$ cat src/rtl/rf_sb_pkg.sv
`default_nettype none
// ============================================================================
// Module      : rf_sb_pkg
// Description : Shared types, constants and helpers for the integer
//               register-file scoreboard (rf_scoreboard / rf_sb_fifo).
// Revision    : 1.0 - initial release
// ============================================================================
package rf_sb_pkg;

  // Default number of in-flight instructions tracked
  localparam int SB_DEPTH_DEF = 4;

  // Architectural integer registers
  localparam int NREGS = 32;

  // One in-flight instruction: does it write rd, and which rd
  typedef struct packed {
    logic       we;
    logic [4:0] rd;
  } sb_entry_t;

  // One-hot decode of a register index; x0 is hard-wired zero and never
  // produces a set bit.
  function automatic logic [NREGS-1:0] onehot_rd(input logic [4:0] rd);
    logic [NREGS-1:0] oh;
    oh = '0;
    if (rd != 5'd0) begin
      oh[rd] = 1'b1;
    end
    return oh;
  endfunction

endpackage
`default_nettype wire

$ cat src/rtl/rf_sb_fifo.sv
`default_nettype none
// ============================================================================
// Module      : rf_sb_fifo
// Description : Circular in-order FIFO of scoreboard entries. Enqueues issued
//               instructions at the tail, retires from the head, and trims the
//               youngest entries on flush so that only the oldest
//               flush_keep_i survivors remain. Exposes the raw storage plus a
//               per-slot valid vector.
//               Optional macro RF_SB_WB_BYPASS_EN: the stall-valid vector
//               drops the head slot in the cycle it retires.
// Revision    : 1.0 - initial release
// ============================================================================
module rf_sb_fifo
  import rf_sb_pkg::*;
#(
  parameter int DEPTH = SB_DEPTH_DEF,
  parameter int CNT_W = $clog2(DEPTH + 1)
) (
  input  logic                  clk,
  input  logic                  rst_n,
  input  logic                  push_req_i,
  input  sb_entry_t             push_data_i,
  input  logic                  pop_req_i,
  input  logic                  flush_i,
  input  logic [CNT_W-1:0]      flush_keep_i,
  output logic                  rdy_o,
  output logic [CNT_W-1:0]      count_o,
  output sb_entry_t [DEPTH-1:0] entries_o,
  output logic [DEPTH-1:0]      valid_o,
  output logic [DEPTH-1:0]      stall_valid_o,
  output logic                  underflow_o
);

  localparam int                PTR_W   = $clog2(DEPTH);
  localparam logic [CNT_W-1:0]  C_DEPTH = CNT_W'(DEPTH);

  logic [PTR_W-1:0]      head_q, head_d;
  logic [PTR_W-1:0]      tail_q, tail_d;
  logic [CNT_W-1:0]      count_q, count_d;
  sb_entry_t [DEPTH-1:0] mem_q, mem_d;
  logic                  err_q, err_d;

  logic                  w_push;
  logic                  w_pop;
  logic [CNT_W-1:0]      w_keep;
  logic [CNT_W-1:0]      w_cnt_ret;

  // Readiness depends only on registered occupancy, never on a same-cycle
  // retire, so a full FIFO refuses an issue even while its head retires.
  assign rdy_o       = (count_q < C_DEPTH);
  assign count_o     = count_q;
  assign entries_o   = mem_q;
  assign underflow_o = err_q;

  // Next-state: retire first, then either flush-trim or enqueue.
  always_comb begin
    w_push    = push_req_i && (count_q < C_DEPTH) && !flush_i;
    w_pop     = pop_req_i && (count_q != '0);
    w_keep    = (flush_keep_i > C_DEPTH) ? C_DEPTH : flush_keep_i;
    w_cnt_ret = count_q - CNT_W'(w_pop);

    head_d    = head_q + PTR_W'(w_pop);
    tail_d    = tail_q;
    count_d   = w_cnt_ret;
    mem_d     = mem_q;
    err_d     = err_q | (pop_req_i && (count_q == '0));

    if (flush_i) begin
      // Keep the oldest survivors; the tail is rebuilt from the new head.
      count_d = (w_cnt_ret < w_keep) ? w_cnt_ret : w_keep;
      tail_d  = head_d + count_d[PTR_W-1:0];
    end else begin
      if (w_push) begin
        mem_d[tail_q] = push_data_i;
      end
      count_d = w_cnt_ret + CNT_W'(w_push);
      tail_d  = tail_q + PTR_W'(w_push);
    end
  end

  // State registers with synchronous active-low reset.
  always_ff @(posedge clk) begin
    if (!rst_n) begin
      head_q  <= '0;
      tail_q  <= '0;
      count_q <= '0;
      mem_q   <= '0;
      err_q   <= 1'b0;
    end else begin
      head_q  <= head_d;
      tail_q  <= tail_d;
      count_q <= count_d;
      mem_q   <= mem_d;
      err_q   <= err_d;
    end
  end

  // A slot is live when its distance from the head is below the occupancy.
  for (genvar gi = 0; gi < DEPTH; gi++) begin : g_valid
    logic [PTR_W-1:0] w_off;
    assign w_off       = PTR_W'(gi) - head_q;
    assign valid_o[gi] = (CNT_W'(w_off) < count_q);
`ifdef RF_SB_WB_BYPASS_EN
    // The retiring head no longer blocks readers in its WB cycle.
    assign stall_valid_o[gi] = valid_o[gi] && !(w_pop && (PTR_W'(gi) == head_q));
`else
    assign stall_valid_o[gi] = valid_o[gi];
`endif
  end

endmodule
`default_nettype wire

$ cat src/rtl/rf_scoreboard.sv
`default_nettype none
// ============================================================================
// Module      : rf_scoreboard
// Description : In-order RAW scoreboard beside the ID stage and the int_rf
//               write port. Tracks destination registers of in-flight
//               instructions, publishes a pending-write bitmap and stalls ID
//               while a used source register still has a write outstanding.
//               Optional macro RF_SB_WB_BYPASS_EN: a register whose only
//               pending writer is retiring this cycle does not stall ID.
// Revision    : 1.0 - initial release
// ============================================================================
module rf_scoreboard #(
  parameter int DEPTH = rf_sb_pkg::SB_DEPTH_DEF,
  parameter int NREGS = rf_sb_pkg::NREGS,
  parameter int CNT_W = $clog2(DEPTH + 1)
) (
  input  logic             clk,
  input  logic             rst_n,
  input  logic             issue_valid_i,
  input  logic             issue_we_i,
  input  logic [4:0]       issue_rd_i,
  output logic             issue_rdy_o,
  input  logic [4:0]       rs1_i,
  input  logic [4:0]       rs2_i,
  input  logic             rs1_use_i,
  input  logic             rs2_use_i,
  output logic             hazard_stall_o,
  input  logic             wb_valid_i,
  input  logic             flush_i,
  input  logic [CNT_W-1:0] flush_keep_i,
  output logic [NREGS-1:0] pending_o,
  output logic [CNT_W-1:0] inflight_cnt_o,
  output logic             err_underflow_o
);

  import rf_sb_pkg::*;

  sb_entry_t             w_issue_entry;
  sb_entry_t [DEPTH-1:0] w_entries;
  logic [DEPTH-1:0]      w_valid;
  logic [DEPTH-1:0]      w_stall_valid;
  logic [NREGS-1:0]      w_stall_pend;
  logic                  w_rs1_hit;
  logic                  w_rs2_hit;

  // Writes to x0 are recorded as non-writing so x0 never becomes pending.
  always_comb begin
    w_issue_entry.we = issue_we_i && (issue_rd_i != 5'd0);
    w_issue_entry.rd = issue_rd_i;
  end

  rf_sb_fifo #(
    .DEPTH (DEPTH),
    .CNT_W (CNT_W)
  ) u_fifo (
    .clk           (clk),
    .rst_n         (rst_n),
    .push_req_i    (issue_valid_i),
    .push_data_i   (w_issue_entry),
    .pop_req_i     (wb_valid_i),
    .flush_i       (flush_i),
    .flush_keep_i  (flush_keep_i),
    .rdy_o         (issue_rdy_o),
    .count_o       (inflight_cnt_o),
    .entries_o     (w_entries),
    .valid_o       (w_valid),
    .stall_valid_o (w_stall_valid),
    .underflow_o   (err_underflow_o)
  );

  // OR the one-hot rd of every live writing entry; duplicates of one rd keep
  // the bit set until the last of them retires.
  always_comb begin : b_pending
    logic [rf_sb_pkg::NREGS-1:0] oh;
    pending_o    = '0;
    w_stall_pend = '0;
    oh           = '0;
    for (int i = 0; i < DEPTH; i++) begin
      oh = onehot_rd(w_entries[i].rd);
      if (w_valid[i] && w_entries[i].we) begin
        pending_o = pending_o | oh[NREGS-1:0];
      end
      if (w_stall_valid[i] && w_entries[i].we) begin
        w_stall_pend = w_stall_pend | oh[NREGS-1:0];
      end
    end
    pending_o[0]    = 1'b0;
    w_stall_pend[0] = 1'b0;
  end

  // RAW hazard on either used, non-x0 source register.
  always_comb begin
    w_rs1_hit      = rs1_use_i && (rs1_i != 5'd0) && w_stall_pend[rs1_i];
    w_rs2_hit      = rs2_use_i && (rs2_i != 5'd0) && w_stall_pend[rs2_i];
    hazard_stall_o = w_rs1_hit || w_rs2_hit;
  end

endmodule
`default_nettype wire

$ cat config.mk
export PLATFORM = sky130hd
export DESIGN_NAME = rf_scoreboard
export DESIGN_NICKNAME = d
export VERILOG_FILES = /design/src/rtl/rf_sb_pkg.sv /design/src/rtl/rf_sb_fifo.sv /design/src/rtl/rf_scoreboard.sv
export SDC_FILE = /design/constraint.sdc
export NUM_CORES = 1
export LEC_CHECK = 0
export ABC_AREA = 1
export CAP_MARGIN = 20
export CORE_ASPECT_RATIO = 2
export CORE_MARGIN = 4
export CORE_UTILIZATION = 35
export DETAILED_ROUTE_END_ITERATION = 6
export PLACE_DENSITY = 0.66
export SYNTH_ARGS = -nofsm -noshare
export SYNTH_HDL_FRONTEND = slang
export SYNTH_SLANG_ARGS = --single-unit
$ cat constraint.sdc
create_clock -name clk -period 3.1 [get_ports clk]
set_clock_uncertainty 0.05 [all_clocks]
set_input_delay 0.31 -clock clk [delete_from_list [all_inputs] [get_ports clk]]
set_output_delay 0.31 -clock clk [all_outputs]
set_load 0.005 [all_outputs]
# Word-level counts from Yosys, hierarchy flattened
# Index checks and enable logic that the tools add are counted.
# word_totals
ff_bits	32
in_bits	26
output_inout_bits	38
word_cells	102
# op_classes
add_sub_neg	9
order_cmp	19
muxes	27
bitwise	5
reduce_logical	30
# op_table
op	n
two-way mux 32 bit	8
OR 32 bit	3
less-than comparator 5 x 6 -> 1 bit (second input constant)	6
nonzero test 5 bit	7
bitwise mux 24 bit	1
demux 1 bit (select 5 bit)	4
greater-or-equal comparator 5 x 1 -> 1 bit (second input constant)	4
logical AND 1 bit	18
demux 6 bit (select 2 bit)	1
less-than comparator 2 x 3 -> 1 bit	4
binary-select mux 1 bit (select 5 bit)	2
two-way mux 3 bit	3
two-way mux 1 bit	6
two-way mux 6 bit	1
adder 2 x 1 -> 2 bit	2
subtractor 1 x 2 -> 2 bit (first input constant)	2
subtractor 2 bit (first input constant)	2
adder 3 x 1 -> 3 bit	1
> comparator 3 bit (second input constant)	1
zero test 3 bit	1
less-than comparator 2 x 3 -> 1 bit (second input constant)	1
less-than comparator 3 bit	1
less-than comparator 3 bit (second input constant)	1
nonzero test 3 bit	1
other kinds (9)	9

# Logic depth before layout (Yosys ltp)
# Gate-level depths: netlist of run 1.
# logic_depth
ltp_word	16
mapped_depth	19
mapped_depth_nobuf	19

# Cells and area by module
# From an unflattened synthesis of run 1, not the netlist that was laid out.
# hier_totals
cells_unflattened	889
hier_area_um2	4733.3
# modules_own_cells
mod	n_inst	cells_each	area_each_um2	seq_area_each_um2
rf_scoreboard	1	674	3133.0	0.0
rf_sb_fifo	1	215	1600.3	640.6

# Worst setup path before layout of run 1
# Ideal clock, no wire load.
# synth_timing
kind	register -> register
from	register u_fifo.count_q[2] (netlist: u_fifo.count_o[2])
to	register u_fifo.tail_q[1]
setup_time_ps	128
arrival_time_ps	2497
required_ps	2922
setup_slack_ps	425
path_stages_with_launch	16
path_buffers	0
synth_period_minus_slack_ps	2675
cell_sequence	dfxtp_1 > inv_4 > a31oi_1 > ha_1 > ha_1 > xor2_1 > ha_1 > nor2_1 > nor2_1 > a21oi_1 > a21oi_1 > ha_1 > xnor2_1 > nand2_1 > o21ai_0 > a21oi_1
# synth_via
word_cells_on_any_way	12
cone_classes	add/sub: 4; order compare: 2; mux: 2; reduce/logical: 4
# synth_rtl
element	line	rtl
from (decl)	rf_sb_fifo.sv:39	logic [CNT_W-1:0] count_q, count_d;
from (signal assigned)	rf_sb_fifo.sv:92	count_q <= count_d;
less-than comparator 3 bit	-	
net issue_rdy_o	rf_scoreboard.sv:22	output logic issue_rdy_o,
logical AND 1 bit (2 in series)	rf_sb_fifo.sv:57	w_push = push_req_i && (count_q < C_DEPTH) && !flush_i;
adder 2 x 1 -> 2 bit	rf_sb_fifo.sv:77	tail_d = tail_q + PTR_W'(w_push);
two-way mux 2 bit	rf_sb_fifo.sv:68	if (flush_i) begin
to (signal assigned)	rf_sb_fifo.sv:91	tail_q <= tail_d;
to (decl)	rf_sb_fifo.sv:38	logic [PTR_W-1:0] tail_q, tail_d;
# The timed path passes the listed nets, and every way through them passes these cells.
# A chain may end at the register's enable or synchronous reset.

# Worst setup path in the final report of run 1
# layout_timing
from	register u_fifo.head_q[0]
to	output hazard_stall_o
# layout_via
elab_chain_len	14
word_cells_on_any_way	26
cone_classes	add/sub: 4; order compare: 4; mux: 8; bitwise: 3; reduce/logical: 7
# layout_lines
element	line	rtl
from (decl)	rf_sb_fifo.sv:37	logic [PTR_W-1:0] head_q, head_d;
from (signal assigned)	rf_sb_fifo.sv:84	head_q <= '0;
from (signal assigned)	rf_sb_fifo.sv:90	head_q <= head_d;
subtractor 1 x 2 -> 2 bit	rf_sb_fifo.sv:101	assign w_off = PTR_W'(gi) - head_q;
less-than comparator 2 x 3 -> 1 bit	rf_sb_fifo.sv:102	assign valid_o[gi] = (CNT_W'(w_off) < count_q);
logical AND 1 bit	rf_scoreboard.sv:83	if (w_stall_valid[i] && w_entries[i].we) begin
two-way mux 32 bit	rf_scoreboard.sv:83	
OR 32 bit	rf_scoreboard.sv:84	w_stall_pend = w_stall_pend | oh[NREGS-1:0];
two-way mux 32 bit	rf_scoreboard.sv:83	
OR 32 bit	rf_scoreboard.sv:84	
two-way mux 32 bit	rf_scoreboard.sv:83	
OR 32 bit	rf_scoreboard.sv:84	
two-way mux 32 bit (*)	rf_scoreboard.sv:83	
binary-select mux 1 bit (select 5 bit) (on tied branches)	rf_scoreboard.sv:93, rf_scoreboard.sv:94	
two-way mux 1 bit (on tied branches)	rf_scoreboard.sv:93, rf_scoreboard.sv:94	
logical AND 1 bit (on tied branches)	rf_scoreboard.sv:93, rf_scoreboard.sv:94	
logical OR 1 bit (*)	rf_scoreboard.sv:95	hazard_stall_o = w_rs1_hit || w_rs2_hit;
to (decl)	rf_scoreboard.sv:27	output logic hazard_stall_o,
# Every way passes the cells marked *; elsewhere a longest branch is shown, timed or not. The select of a mux whose other input is x is not followed.

==> results.py, run 1 <==
metrics = {
    "timing": {
        "worstMarginPinSlew_ns": 0.693,
        "maxSlewViolCount": 0,
        "setup_viol": 0,
        "max_freq_ghz": 0.327,
        "period_share": 0.986,
        "hold_viol_final": 0,
        "rsz0062_at_grt": "yes",
        "whs_ns": 0.425,
        "post-route-min-period_ns": 3.06,
        "maxSlewHeadroom": 0.534,
    },
    "synth": {
        "synthArstFlopShare": 0,
        "synth_xor_area_frac": 0.0140,
        "yosys_warnings": 0,
        "synth_edf_count": 0,
        "avgSynthCellArea_sq_um": 5.41,
        "synth_most_common_cell": "nand2_1",
        "synth_cell_types": 32,
        "syn_area_sq_mm": 0.00376,
        "synthAdderAreaFrac": 0.0465,
        "ys_seq_area_frac": 0.170,
        "yosys-top-cells-area": "nand2_1 (18%), dfxtp_1 (17%), nor2_1 (13%), nand3_1 (12%), inv_1 (7.5%)",
        "synth_compound_area_frac": 0.106,
        "netlist_top_cells_count": "nand2_1 (179), nor2_1 (127), nand3_1 (90)",
        "synthesis.nets": 736,
        "synth_top_family_by_area": "simple AND/OR/NAND/NOR gates",
        "synth_mux_area_frac": 0,
        "netlist_instances": 696,
        "yosys.area_share.simple": 0.549,
        "synth_top_area_share": 0.179,
        "synth-seq-cells": 32,
        "ys.flop_type": "dfxtp_1",
        "synth_top_cell_by_area": "nand2_1",
    },
    "grt": {
        "grt_overflow": 0,
        "antenna_found_initial": 0,
        "grt_max_degree": 29,
        "grt_pass1_vias": 5204,
        "grt_pass1_wl_um": 28300,
        "grt_usage": 0.311,
    },
    "setup_path": {
        "cpMostUsedCell": "nand2_1",
        "ff2ff_setup_slack_ns": 0.19,
        "path_delay_family": "simple AND/OR/NAND/NOR gates",
        "worstSetupStartpointType": "flip-flop",
        "cp.arrival_ns": 2.70,
        "required_ns": 2.74,
        "slowest_stage": "dfxtp_2",
        "critPathMaxStageDelay_ns": 0.35,
        "r2r_end": "u_fifo.tail_q[1]",
        "cp.buffers_inverters": 5,
        "critical_path_peak_fanout": 18,
        "crit_path_end_kind": "output port",
        "r2r-start": "u_fifo.count_o[2]",
        "cp_num_cells": 19,
        "crit_type": "reg -> out",
        "reg2reg_depth": 16,
        "path_cells": "xor2_2 > inv_2 > ha_4 > inv_2 > nor2_4 > buf_4 > a21oi_4 > buf_12 > nand4_1 > nand3_2 > nand2_1 > nand3_1 > nand3_1 > nand3_1 > nand2_1 > nand2_1 > nand3_2 > nand2_1 > buf_2",
    },
    "clock_network": {
        "cts_sinks": 32,
        "path_clk_slew_ns": 0.06,
        "cts_buffers": 5,
        "holdBufCountCts": 0,
        "worstSkewPairLatency_ns": 0.28,
        "htree_levels": 2,
        "ctsRootBufferMaster": "clkbuf_16",
        "clock_path_buffers": 2,
        "cts_tree": "built",
    },
    "finish": {
        "drive_above_1_share": 0.235,
        "num-nets-final": 880,
        "fin_cells": 978,
        "antenna_cells": 0,
        "final_area_sq_mm": 0.00567,
        "area_growth_pct": 50.7,
    },
    "placed_design": {
        "place_area_sq_mm": 0.00505,
        "port_buffers": 62,
        "gp_congestion": 1.00,
        "place_hpwl_um": 16200,
        "placed_cells_incl_taps": 952,
    },
    "floorplan": {
        "die_w_um": 81.3,
        "chipHeight_um": 155,
        "rows": 53,
        "ios": 64,
        "core-area_sq_mm": 0.0105,
        "dieArea_sq_mm": 0.0126,
        "initial_utilization": 0.357,
    },
    "route": {
        "ant_nets": 0,
        "via_per_inst": 5.52,
        "via_count": 5398,
        "wl_per_cell_um": 20.0,
        "first_pass_iters": 7,
        "drt-initial-drc-count": 403,
        "totalWireLength_um": 19600,
        "drc": 0,
    },
    "power": {
        "power_density_mw_per_mm2": 390,
        "ir_worst_vdd_mv": 0.631,
        "power.leakage_uw": 0.00262,
    },
    "run_status": {
        "status": "finished clean",
    },
    "hold_path": {
        "min_path_type": "reg -> reg",
        "holdPathStages": 1,
        "hp-start": "u_fifo.underflow_o",
        "hold_end": "u_fifo.underflow_o",
    },
    "job": {
        "drv_cap": 0,
    },
}
cell type report:
type	instances	area, sq um
clock inverter	3	42.5
tap	137	171
clock buffer	5	125
multi-input combinational	560	2980
fill	1119	4870
sequential	32	646
inverter	81	307
timing repair buffer	160	1410
report_power, final:
part           total, uW  leakage, uW  switching (uW)  internal (uW)
clock                562    0.0000798             185            377
combinational       1120      0.00228             656            463
sequential           531     0.000262            59.8            471
worst register-to-register path, stage by stage, from the launching register on:
cell     delay (ns)
dfxtp_2        0.37
inv_4          0.07
buf_4          0.16
a31oi_2        0.23
ha_2           0.21
ha_1           0.18
xor2_2         0.18
ha_1           0.26
nor2_1         0.13
nor2_2         0.07
a21oi_1        0.17
a21oi_2        0.05
ha_1           0.23
xnor2_2        0.21
nand2_1        0.07
o21ai_0        0.08
a21oi_1        0.08
how the worst max path moves through the flow:
stage,from,endpoint,slack (ns)
after floorplan,u_fifo.count_o[2],u_fifo.tail_q[1],0.43
after CTS,u_fifo.head_q[1],hazard_stall_o,0.002
after global placement,u_fifo.head_q[0],hazard_stall_o,-0.23
after detailed placement,u_fifo.head_q[0],hazard_stall_o,-0.25
final,u_fifo.head_q[0],hazard_stall_o,0.04
after global routing,u_fifo.head_q[1],hazard_stall_o,-0.15
timing repair:
item | 4_1_cts | 5_1_grt
buffers inserted | 10 | 9
setup endpoints to repair | 5 | 8
cloned | 0 | 1
hold endpoints to repair | 0 | 0
pin swaps | 16 | 30
resized for setup | 33 | 60
logic make-up (layout without fill, tap and decap cells):
kind of cell    after synthesis  after routing
compound gates               76             76
xor+xnor                      6              6
fa+ha+maj                    14             14
buf+inv                     104            249
flops                        32             32
other cells                   1              1
simple gates                463            463
registers in the layout, summed over array words and instances (netlist names):
register / cells
u_fifo.count_o: 3
u_fifo.entries_o: 24
u_fifo.head_q: 2
u_fifo.tail_q: 2
u_fifo.underflow_o: 1
routing by layer:
metal  track usage  wire length, um  vias up
li1              -                -     2551
met1         0.259             5830     2473
met2         0.584            10600      269
met3        0.0326              873      105
met4         0.309             2320        0
met5             0                0        -
metrics by stage:
step,utilization,setup TNS (ns),setup slack [ns],power (uW)
6_report,0.538,0,0.0441,2210
3_5_place_dp,0.479,-0.355,-0.255,1510
5_1_grt,0.538,-0.186,-0.150,2350
2_1_floorplan,-,0,0.425,1080
4_1_cts,0.508,0,0.00223,2110
3_3_place_gp,0.479,-0.233,-0.233,1490
placed cells by master (no fill, tap or decap), types with 28 or more instances in the layout:
master	count
nand3_1	70
nand3_2	30
a21oi_1	35
nand2_1	172
clkdlybuf4s50_1	57
o21ai_0	30
nand4_1	30
dfxtp_1	28
nor2_1	108
inv_1	68
buf_4	91
Power figures use the tool's default switching activity.
==> run 2, diff against run 1 <==
--- a/config.mk
+++ b/config.mk
@@ -8,7 +8,7 @@
 export ABC_AREA = 1
 export CAP_MARGIN = 20
 export CORE_ASPECT_RATIO = 2
-export CORE_MARGIN = 4
+export CORE_MARGIN = 2
 export CORE_UTILIZATION = 35
 export DETAILED_ROUTE_END_ITERATION = 6
 export PLACE_DENSITY = 0.66
==> run 2 against run 1 <==
  * Global-route usage is 0.13 points higher
  * Flip-flop and latch count stayed put
  * Non-clock buffer count is 14 lower
  * Critical path type unchanged
  * Critical endpoint unchanged
==> results.py, run 2 (synthesized netlist as in run 1, its figures left out) <==
metrics = {
    "setup_path": {
        "crit_type": "reg -> out",
        "cp.arrival_ns": 2.65,
        "required_ns": 2.74,
        "worstSetupStartpointType": "flip-flop",
        "critical_path_peak_fanout": 5,
        "crit_path_end_kind": "output port",
    },
    "floorplan": {
        "chipHeight_um": 151,
        "ios": 64,
        "dieArea_sq_mm": 0.0116,
        "rows": 53,
        "die_w_um": 77.3,
        "core-area_sq_mm": 0.0105,
        "initial_utilization": 0.359,
    },
    "timing": {
        "hold_viol_final": 0,
        "period_share": 0.972,
        "maxSlewViolCount": 0,
        "max_freq_ghz": 0.332,
        "rsz0062_at_grt": "yes",
        "worstMarginPinSlew_ns": 0.674,
        "fin_ws_ns": 0.0870,
        "tns_ns": 0,
        "post-route-min-period_ns": 3.01,
        "maxSlewHeadroom": 0.549,
        "setup_viol": 0,
    },
    "clock_network": {
        "cts_tree": "built",
        "cts_sinks": 32,
        "ctsRootBufferMaster": "clkbuf_16",
        "htree_levels": 2,
        "path_clk_slew_ns": 0.05,
        "worstSkewPairLatency_ns": 0.28,
        "clock_path_buffers": 2,
        "cts_buffers": 5,
    },
    "power": {
        "power_density_mw_per_mm2": 398,
        "power.leakage_uw": 0.00248,
        "ir_worst_vdd_mv": 0.470,
        "switching_share": 0.410,
        "clkPwrFrac": 0.255,
        "pwr-share-seq": 0.245,
        "power.internal_uw": 1290,
        "p_total_uw": 2180,
        "power_frac_comb": 0.500,
        "power_switching_uw": 893,
    },
    "finish": {
        "final_util": 0.522,
        "area_growth_pct": 45.4,
        "drive_above_1_share": 0.184,
        "mostFrequentLayoutCell": "nand2_1",
        "largest_reg_flops": 24,
        "layout_common_cells": "nand2_1 (175), nor2_1 (113), nand3_1 (83)",
        "num-nets-final": 867,
        "antenna_cells": 0,
    },
    "grt": {
        "grt_pass1_vias": 5196,
        "grt_pass1_wl_um": 27200,
        "antenna_found_initial": 0,
        "grt_max_degree": 20,
        "grt_usage": 0.313,
        "grt_overflow": 0,
    },
    "run_status": {
        "status": "finished clean",
    },
    "route": {
        "first_pass_iters": 5,
        "wl_per_cell_um": 19.0,
        "via_count": 5326,
        "totalWireLength_um": 18300,
        "drt-initial-drc-count": 385,
        "via_per_inst": 5.52,
        "drc": 0,
        "ant_nets": 0,
    },
    "placed_design": {
        "gp_congestion": 1.02,
        "port_buffers": 62,
        "place_hpwl_um": 15300,
        "place_ws_ns": -0.194,
    },
    "job": {
        "drv_cap": 0,
    },
    "hold_path": {
        "min_path_type": "reg -> reg",
    },
}
[run 2: cell count changes in the layout (fill, tap and decap cells not counted), moves of 3 or more]
cell / delta
nor2_1: +5
nand3_2: -13
inv_1: +4
nand2_2: -3
inv_2: -4
buf_4: -11
clkdlybuf4s50_1: +3
nand2_1: +3
dfxtp_2: -3
nand3_1: +13
buf_6: -5
nor2_2: -5
[run 2: worst paths after layout]
check                startpoint            endpoint  slack, ns  depth (start not counted)
max            u_fifo.head_q[1]      hazard_stall_o       0.09                         19
min reg2reg  u_fifo.underflow_o  u_fifo.underflow_o       0.44                          1
max reg2reg   u_fifo.count_o[1]    u_fifo.tail_q[1]       0.17                         17
min          u_fifo.underflow_o  u_fifo.underflow_o       0.44                          1
[run 2: area by class of cell]
class | instances | area [sq um]
clock buffer | 6 | 129
clock inverter | 2 | 35.0
fill | 1159 | 5010
inverter | 81 | 307
multi-input combinational | 561 | 2880
sequential | 32 | 646
tap | 137 | 171
timing repair buffer | 146 | 1300
[run 2: what timing repair did]
item                                    CTS  global route
resized for setup                        21            34
buffers inserted                         12             1
gates cloned                              0             2
endpoints found under the setup margin    7            10
hold buffers                              0             0
pin swaps                                 4            14
[run 2: per-layer routing]
layer / part of all wire / vias to the layer above / GRT usage
met5: 0 / - / 0
met1: 0.30 / 2389 / 0.257
met2: 0.54 / 293 / 0.612
met3: 0.042 / 108 / 0.0330
met4: 0.11 / 0 / 0.312
li1: - / 2536 / -
[run 2: power by group through the flow]
stage	Sequential [uW]	Combinational [uW]	Clock, uW
after global placement	531	941	0
final	534	1090	557
after floorplan	528	552	0
after detailed placement	536	954	0
after global routing	540	1180	581
after CTS	529	1000	567
[run 2: metrics by stage]
| step | cells | instance area (sq um) | hold slack, ns |
|---|---|---|---|
| global route | 965 | 5470 | 0.455 |
| floorplan | 696 | 3760 | 0.391 |
| CTS | 962 | 5310 | 0.440 |
| finish | 965 | 5470 | 0.437 |
| global placement | 942 | 4970 | 0.407 |
| detailed placement | 942 | 4970 | 0.409 |
[run 2: critical path: stages (launching register included)]
cell	delay, ns
dfxtp_4	0.35
xor2_2	0.18
ha_1	0.27
inv_1	0.07
nor2_2	0.04
nand2_2	0.12
nand3_4	0.12
nor2_2	0.17
buf_4	0.15
nand2_1	0.07
nand3_2	0.10
nand2_1	0.06
nand3_1	0.11
nand3_1	0.12
nand3_1	0.11
nand2_1	0.05
nand2_1	0.05
nand3_1	0.06
nand2_1	0.06
clkbuf_2	0.10
==> run 3, diff against run 2 <==
--- a/config.mk
+++ b/config.mk
@@ -11,7 +11,9 @@
 export CORE_MARGIN = 2
 export CORE_UTILIZATION = 35
 export DETAILED_ROUTE_END_ITERATION = 6
+export HOLD_SLACK_MARGIN = 0.02
 export PLACE_DENSITY = 0.66
 export SYNTH_ARGS = -nofsm -noshare
 export SYNTH_HDL_FRONTEND = slang
 export SYNTH_SLANG_ARGS = --single-unit
+export TNS_END_PERCENT = 5
==> run 3 against run 2 <==
  * Sequential share of layout area unchanged
  * Setup slack better by 0.0027 ns
  * Combinational power about the same
  * Routed wire length up 0.50%
  * Critical path depth unchanged
  * Die area unchanged
  * Final cell count unchanged
  * Fmax about the same
  * Critical path type unchanged
  * Critical endpoint unchanged
  * Largest power group unchanged
==> results.py, run 3 (synthesized netlist as in run 1, its figures left out) <==
metrics = {
    "power": {
        "power.leakage_uw": 0.00248,
        "ir_worst_vdd_mv": 0.470,
        "power_density_mw_per_mm2": 399,
    },
    "floorplan": {
        "rows": 53,
        "initial_utilization": 0.359,
        "dieArea_sq_mm": 0.0116,
        "ios": 64,
        "die_w_um": 77.3,
        "core-area_sq_mm": 0.0105,
        "chipHeight_um": 151,
    },
    "timing": {
        "hold_viol_final": 0,
        "post-route-min-period_ns": 3.01,
        "maxSlewHeadroom": 0.554,
        "max_freq_ghz": 0.332,
        "worstMarginPinSlew_ns": 0.668,
        "period_share": 0.971,
        "setup_viol": 0,
        "maxSlewViolCount": 0,
        "fin_ws_ns": 0.0897,
        "rsz0062_at_grt": "yes",
    },
    "route": {
        "drt-met1-wl_um": 5640,
        "top_layer_used": "met4",
        "ant_nets": 0,
        "via_per_inst": 5.53,
        "routed-wl-met3_um": 781,
        "drc": 0,
        "first_pass_iters": 5,
        "wl_per_cell_um": 19.1,
        "totalWireLength_um": 18400,
        "wl_met2_um": 9950,
        "drt-initial-drc-count": 332,
        "via_count": 5332,
    },
    "setup_path": {
        "critical_path_peak_fanout": 18,
        "ff2ff_setup_slack_ns": 0.16,
        "cp.buffers_inverters": 5,
        "path_delay_family": "simple AND/OR/NAND/NOR gates",
        "slowest_stage": "dfxtp_4",
        "crit_path_end_kind": "output port",
        "cp.arrival_ns": 2.65,
        "r2r-start": "u_fifo.count_o[1]",
        "critPathMaxStageDelay_ns": 0.35,
        "crit_type": "reg -> out",
        "reg2reg_depth": 16,
        "worstSetupStartpointType": "flip-flop",
        "path_cells": "xor2_2 > inv_2 > ha_4 > inv_2 > nor2_4 > buf_4 > a21oi_4 > buf_12 > nand4_1 > nand3_2 > nand2_1 > nand3_1 > nand3_1 > nand3_1 > nand2_1 > nand2_1 > nand3_1 > nand2_1 > clkbuf_2",
        "required_ns": 2.74,
        "r2r_end": "u_fifo.tail_q[1]",
    },
    "finish": {
        "mostFrequentLayoutCell": "nand2_1",
        "largest_reg_flops": 24,
        "final_area_sq_mm": 0.00547,
        "area_growth_pct": 45.4,
        "num-nets-final": 867,
        "layout_common_cells": "nand2_1 (175), nor2_1 (113), nand3_1 (83)",
        "drive_above_1_share": 0.184,
        "antenna_cells": 0,
    },
    "hold_path": {
        "hp-start": "u_fifo.underflow_o",
        "min_path_type": "reg -> reg",
        "holdPathStages": 1,
        "hold_end": "u_fifo.underflow_o",
    },
    "grt": {
        "grt_usage": 0.313,
        "grt_pass1_wl_um": 27200,
        "grt_max_degree": 20,
        "antenna_found_initial": 0,
        "grt_overflow": 0,
        "grt_pass1_vias": 5196,
    },
    "clock_network": {
        "htree_levels": 2,
        "ctsRootBufferMaster": "clkbuf_16",
        "worstSkewPairLatency_ns": 0.28,
        "clock_path_buffers": 2,
        "cts_sinks": 32,
        "cts_buffers": 5,
        "path_clk_slew_ns": 0.05,
        "cts_tree": "built",
        "holdBufCountCts": 0,
    },
    "placed_design": {
        "port_buffers": 62,
        "place_hpwl_um": 15300,
        "place_area_sq_mm": 0.00497,
        "place_ws_ns": -0.194,
        "gp_congestion": 1.02,
    },
    "job": {
        "drv_cap": 0,
    },
    "run_status": {
        "status": "finished clean",
    },
}
run 3: layer usage:
metal / GRT usage / vias to the layer above
li1: - / 2538
met1: 0.257 / 2401
met2: 0.612 / 285
met3: 0.0330 / 108
met4: 0.312 / 0
met5: 0 / -
run 3: metrics by stage:
| stage | hold slack [ns] | cells | power, uW | setup TNS, ns | utilization |
|---|---|---|---|---|---|
| after CTS | 0.440 | 962 | 2100 | -0.0632 | 0.506 |
| after global routing | 0.455 | 965 | 2300 | -0.166 | 0.522 |
| after detailed placement | 0.409 | 942 | 1490 | -0.250 | 0.475 |
| final | 0.435 | 965 | 2180 | 0 | 0.522 |
| after global placement | 0.407 | 942 | 1470 | -0.137 | 0.475 |
| after floorplan | 0.391 | 696 | 1080 | 0 | - |
run 3: area by class of cell:
type / count / area (sq um)
Clock buffer: 6 / 129
Clock inverter: 2 / 35.0
Fill cell: 1159 / 5010
Inverter: 81 / 307
Multi-Input combinational cell: 561 / 2880
Sequential cell: 32 / 646
Tap cell: 137 / 171
Timing Repair Buffer: 146 / 1300
run 3: report_power, final:
part,internal [uW],switching [uW]
clock network,377,179
registers,470,63.9
logic,439,652
total,1290,895
run 3: how the worst max path moves through the flow:
stage                            startpoint          endpoint  slack, ns  cells past startpoint
after floorplan           u_fifo.count_o[2]  u_fifo.tail_q[1]       0.43                     15
after global placement     u_fifo.head_q[1]    hazard_stall_o      -0.14                     19
after detailed placement   u_fifo.head_q[1]    hazard_stall_o      -0.19                     19
after CTS                  u_fifo.head_q[1]    hazard_stall_o      -0.06                     20
after global routing       u_fifo.head_q[1]    hazard_stall_o      -0.10                     19
final                      u_fifo.head_q[1]    hazard_stall_o       0.09                     19
run 3: what timing repair did:
action,4_1_cts,5_1_grt
buffers inserted,12,1
cloned,0,2
resized for setup,21,33
setup endpoints to repair,7,9
pin swaps,4,14
